`src/rtl/color_palette_mapper.sv`:
```
// Maps an iteration count to a packed multi-channel colour word.
// COLOR_ESCAPE_BLANK_EN: force black when the latched count equals MAX_ITER.
module color_palette_mapper #(
  parameter int IN_W     = 16,
  parameter int COEFF_W  = 16,
  parameter int PHASE_W  = 12,
  parameter int OUT_W    = 4,
  parameter int CHANNELS = 3,
  parameter logic [IN_W-1:0] MAX_ITER = IN_W'(16'hFFFF)
) (
  input  logic                          clk,
  input  logic                          reset,
  input  logic                          do_color,
  input  logic [IN_W-1:0]               data_in,
  input  logic [CHANNELS*COEFF_W-1:0]   coeff,
  input  logic [CHANNELS*PHASE_W-1:0]   offset,
  output logic [CHANNELS*OUT_W-1:0]     data_out,
  output logic                          done,
  output logic                          busy
);

  localparam int CH_W = (CHANNELS > 1) ? $clog2(CHANNELS) : 1;
  localparam int PW   = IN_W + COEFF_W;
  localparam int SH   = PHASE_W - 1 - OUT_W;

`ifdef COLOR_ESCAPE_BLANK_EN
  localparam bit BLANK_EN = 1'b1;
`else
  localparam bit BLANK_EN = 1'b0;
`endif

  typedef enum logic [1:0] {
    IDLE,
    CALC,
    DONE
  } state_t;

  state_t                        state;
  logic [CH_W-1:0]               ch;
  logic [IN_W-1:0]               data_q;
  logic [CHANNELS*COEFF_W-1:0]   coeff_q;
  logic [CHANNELS*PHASE_W-1:0]   offset_q;
  logic [CHANNELS*OUT_W-1:0]     res_q;

  logic [COEFF_W-1:0]            cf;
  logic [PHASE_W-1:0]            of;
  logic [PHASE_W-1:0]            ph;
  logic [PHASE_W-2:0]            half;
  logic [OUT_W-1:0]              r;
  logic [OUT_W-1:0]              rv;
  logic [CHANNELS*OUT_W-1:0]     res_next;
  logic                          last;
  logic                          blank;

  // Select the active channel's coefficient and offset.
  always_comb begin
    cf = '0;
    of = '0;
    for (int i = 0; i < CHANNELS; i++) begin
      if (ch == CH_W'(i)) begin
        cf = coeff_q[i*COEFF_W +: COEFF_W];
        of = offset_q[i*PHASE_W +: PHASE_W];
      end
    end
  end

  assign ph    = PHASE_W'(PW'(data_q) * PW'(cf)) + of;
  // Triangle fold: the upper half-period mirrors the lower one.
  assign half  = ph[PHASE_W-2:0] ^ {(PHASE_W-1){ph[PHASE_W-1]}};
  assign r     = OUT_W'(half >> SH);
  assign blank = BLANK_EN && (data_q == MAX_ITER);
  assign rv    = blank ? '0 : r;
  assign last  = (ch == CH_W'(CHANNELS - 1));

  // Merge the current channel result into the working word.
  always_comb begin
    res_next = res_q;
    for (int i = 0; i < CHANNELS; i++) begin
      if (ch == CH_W'(i)) begin
        res_next[i*OUT_W +: OUT_W] = rv;
      end
    end
  end

  // Control FSM, operand latch and result registers.
  always_ff @(posedge clk or negedge reset) begin
    if (!reset) begin
      state    <= IDLE;
      ch       <= '0;
      data_q   <= '0;
      coeff_q  <= '0;
      offset_q <= '0;
      res_q    <= '0;
      data_out <= '0;
    end else begin
      unique case (state)
        IDLE: begin
          if (do_color) begin
            data_q   <= data_in;
            coeff_q  <= coeff;
            offset_q <= offset;
            ch       <= '0;
            state    <= CALC;
          end
        end
        CALC: begin
          res_q <= res_next;
          if (last) begin
            data_out <= res_next;
            state    <= DONE;
          end else begin
            ch <= ch + 1'b1;
          end
        end
        DONE: begin
          if (!do_color) begin
            state <= IDLE;
          end
        end
        default: state <= IDLE;
      endcase
    end
  end

  assign done = (state == DONE);
  assign busy = (state == CALC);

endmodule

```
`config.mk`:
```
export PLATFORM = sky130hd
export DESIGN_NAME = color_palette_mapper
export DESIGN_NICKNAME = d
export VERILOG_FILES = /design/src/rtl/color_palette_mapper.sv
export SDC_FILE = /design/constraint.sdc
export NUM_CORES = 1
export LEC_CHECK = 0
export CAP_MARGIN = 20
export CORE_MARGIN = 4
export CORE_UTILIZATION = 30
export DETAILED_ROUTE_END_ITERATION = 10
export MAX_ROUTING_LAYER = met4
export PLACE_DENSITY = 0.6
export SETUP_SLACK_MARGIN = 0.02
export SKIP_CTS_REPAIR_TIMING = 1
export SLEW_MARGIN = 25
export SYNTH_ARGS = -nofsm -noshare
export SYNTH_HDL_FRONTEND = slang
export SYNTH_SLANG_ARGS = --single-unit
```
`constraint.sdc`:
```
create_clock -name clk -period 6.3 [get_ports clk]
set_clock_uncertainty 0.1 [all_clocks]
set_input_delay 1.26 -clock clk [delete_from_list [all_inputs] [get_ports clk]]
set_output_delay 1.26 -clock clk [all_outputs]
set_load 0.005 [all_outputs]
```
==> impl_results.md <==
* Outcome: complete, no violations
* I/O pin count at 117
* Vias in the first global route at 5,323
* Clk_lat worst skew at 360 ps
* Non-filler cells in the finished layout at 1,119
* Max-cap violation count at 0
* CTS Buffer Depth at 2
* Final clock period utilization by the worst path at 0.9672
* Clk sinks at 108
* Largest net degree at the start of global routing at 64
* CP Max Fanout at 7
* Row count at 56
* Dpl ws at -144.0 ps
* DP Wirelength at 12.63 mm
* Post-synth top flop: dfrtp_1
* Nature of the critical path endpoint: flop
* Kind of critical path: reg -> reg
* First-pass GRT wire length at 27.01 mm
* Sequential fraction of the synthesis area at 0.3709
* Number of H-tree levels at 3
* Wire length per cell at 14.95 um
* Dominant cell type by area after synthesis: dfrtp_1
* Initial DRC Count at 184
* Max Slew Vio Count at 0
* Syn nets at 857
* CP Data Required Time at 6410 ps
* Grt met2 use at 0.2172
* Clk slew on worst S/H paths at 80 ps
* Via count at 5,072
* Hold Fails Final Rpt at 0
* Synth top area share at 0.3709
* Mean Syn Cell Area at 10.81 um^2
* # placed instances at 1,096
* Most frequent cells after synthesis: dfrtp_1 (108), inv_1 (86), mux2_2 (85)
* WL final at 16.73 mm
* Post-synthesis register bit count at 108
* Crit start category: flop
* GRT Residual Overflow at 0
* Drt pass-1 iters at 4
* Minimum clock period at 6094 ps
* Num CTS Buffers at 9
* Most instantiated library cell after synthesis: dfrtp_1
* Finished Cell Area at 0.009343 mm^2
* Worst Hold Launch: res_q[2]$_DFFE_PN0P_
* Die width at 163.9 um
* Hold crit path type: reg -> reg
* GRT met1 Usage at 0.1693
* Clock Tree Root: clkbuf_16
* Area grow syn2layout at 28.21%
* Synth warn at 0
* EDFF count, synth at 0
* Initial antenna violation count at 0
* Hold slack at 380.2 ps
* Post-Syn Area at 0.007287 mm^2
* Drt via density at 4.533
* Dpl cell area at 0.008806 mm^2
* Synth Instances at 674
* Final #Nets at 978
* Relative slew slack at 0.4430
* Top cells by area, synth: dfrtp_1 (37%), mux2_2 (13%), fa_1 (13%)
* Starting density of the core at 0.3077
* Tot GR Track Use at 0.1315
* Worst slew pin tran at 833.5 ps
* DIE HEIGHT at 163.9 um
* DIE AREA at 0.02685 mm^2
* Setup slack after layout at 206.5 ps
* PortBufs at 100
* Post-DRT Antenna Nets at 0
* Fmax at 164.1 MHz
* Placer Congestion at 0.7975
* Synth cell types at 48
* Arrival @ worst endpoint at 6200 ps
* Core area at 0.02368 mm^2
* GR peak layer: met2
* Diode count at 0
* Worst R2R Start: ch[0]$_DFFE_PN0P_
* Share of post-route cells with drive strength above 1 at 0.2350
* Setup violators final at 0
* Crit path launch: ch[0]$_DFFE_PN0P_
* Met3 Usage GRT at 0.02384
* Async S/R FF share, synth at 1.000
* CTS tree: yes
* Remaining DRCs at 0
path summary, 6_finish.rpt:
path | slack, ps | to | cells past startpoint
setup / recovery | 210 | data_out[9]$_DFFE_PN0P_ | 24
hold / removal | 380 | res_q[2]$_DFFE_PN0P_ | 2
setup reg to reg | 210 | data_out[9]$_DFFE_PN0P_ | 24
hold reg to reg | 380 | res_q[2]$_DFFE_PN0P_ | 2
max in group asynchronous | 4050 | ch[0]$_DFFE_PN0P_ | 2
min in group asynchronous | 790 | data_out[5]$_DFFE_PN0P_ | 1
final cells by class:
class	instances	area, um^2
repair buffers	143	1333
fillers	2388	14340
multi-input cells	446	4274
clock inverters	6	62.56
clock buffers	10	239.0
well taps	319	399.1
inverters	87	331.6
flip-flops and latches	108	2704
per-layer routing:
| metal | up-vias | wire (um) |
|---|---|---|
| li1 | 2434 | - |
| met1 | 2537 | 7660 |
| met2 | 83 | 8280 |
| met3 | 18 | 611 |
| met4 | 0 | 182 |
| met5 | - | 0 |
placed cells by master, fill, tap and decap left out, types with 6 or more instances in the layout:
cell type and instances:
and2_1 31, fa_1 45, nor2_1 23, buf_4 41, clkdlybuf4s50_1 99, nand3b_1 6, xnor2_1 14, ha_1 27
nor3b_1 8, a21oi_1 32, clkbuf_16 9, dfrtp_1 107, ha_4 6, o21ai_1 11, o21ai_0 15, inv_1 82
mux2_2 85, nand2_1 77
per-stage QoR:
stage | TNS, ps | utilization
after floorplan | 0 | -
after global placement | -212.7 | 0.3718
after detailed placement | -1420 | 0.3718
after CTS | -2527 | 0.3846
after global routing | -63.53 | 0.3945
final | 0 | 0.3945
state kept, by name, summed over array words and instances (netlist names):
signal    count
coeff_q      36
offset_q     36
data_out     12
data_q       12
res_q         8
ch            2
state         2
worst max-delay path: stages (launching register included):
cell and delay (ps):
dfrtp_2 460, ha_4 210, buf_4 140, nand3b_1 190, a31oi_4 250, nand2_1 100
fa_1 540, inv_1 50, fa_1 490, inv_1 50, fa_1 470, inv_1 60
fa_1 530, inv_1 60, fa_1 440, xnor2_1 220, xnor2_1 160, xnor2_1 150
xnor2_1 150, xnor3_2 330, xor2_4 260, buf_4 170, xnor2_2 100, buf_4 170
o21ai_0 80
logic make-up (layout without fill, tap and decap cells):
group                      Yosys count  in the layout  synth area share
and+or+nand+nor                    162            162            0.1120
AOI/OAI and AO/OA                   90             90           0.08139
DFF                                108            108            0.3709
adders and majority gates           80             80            0.1858
buffers and inverters              120            246           0.06628
muxes                               85             85            0.1314
xor gates and xnor gates            29             29           0.05237
Power is not shown: default switching activity piles up to over one toggle a cycle in this logic, so the estimate is an artifact.
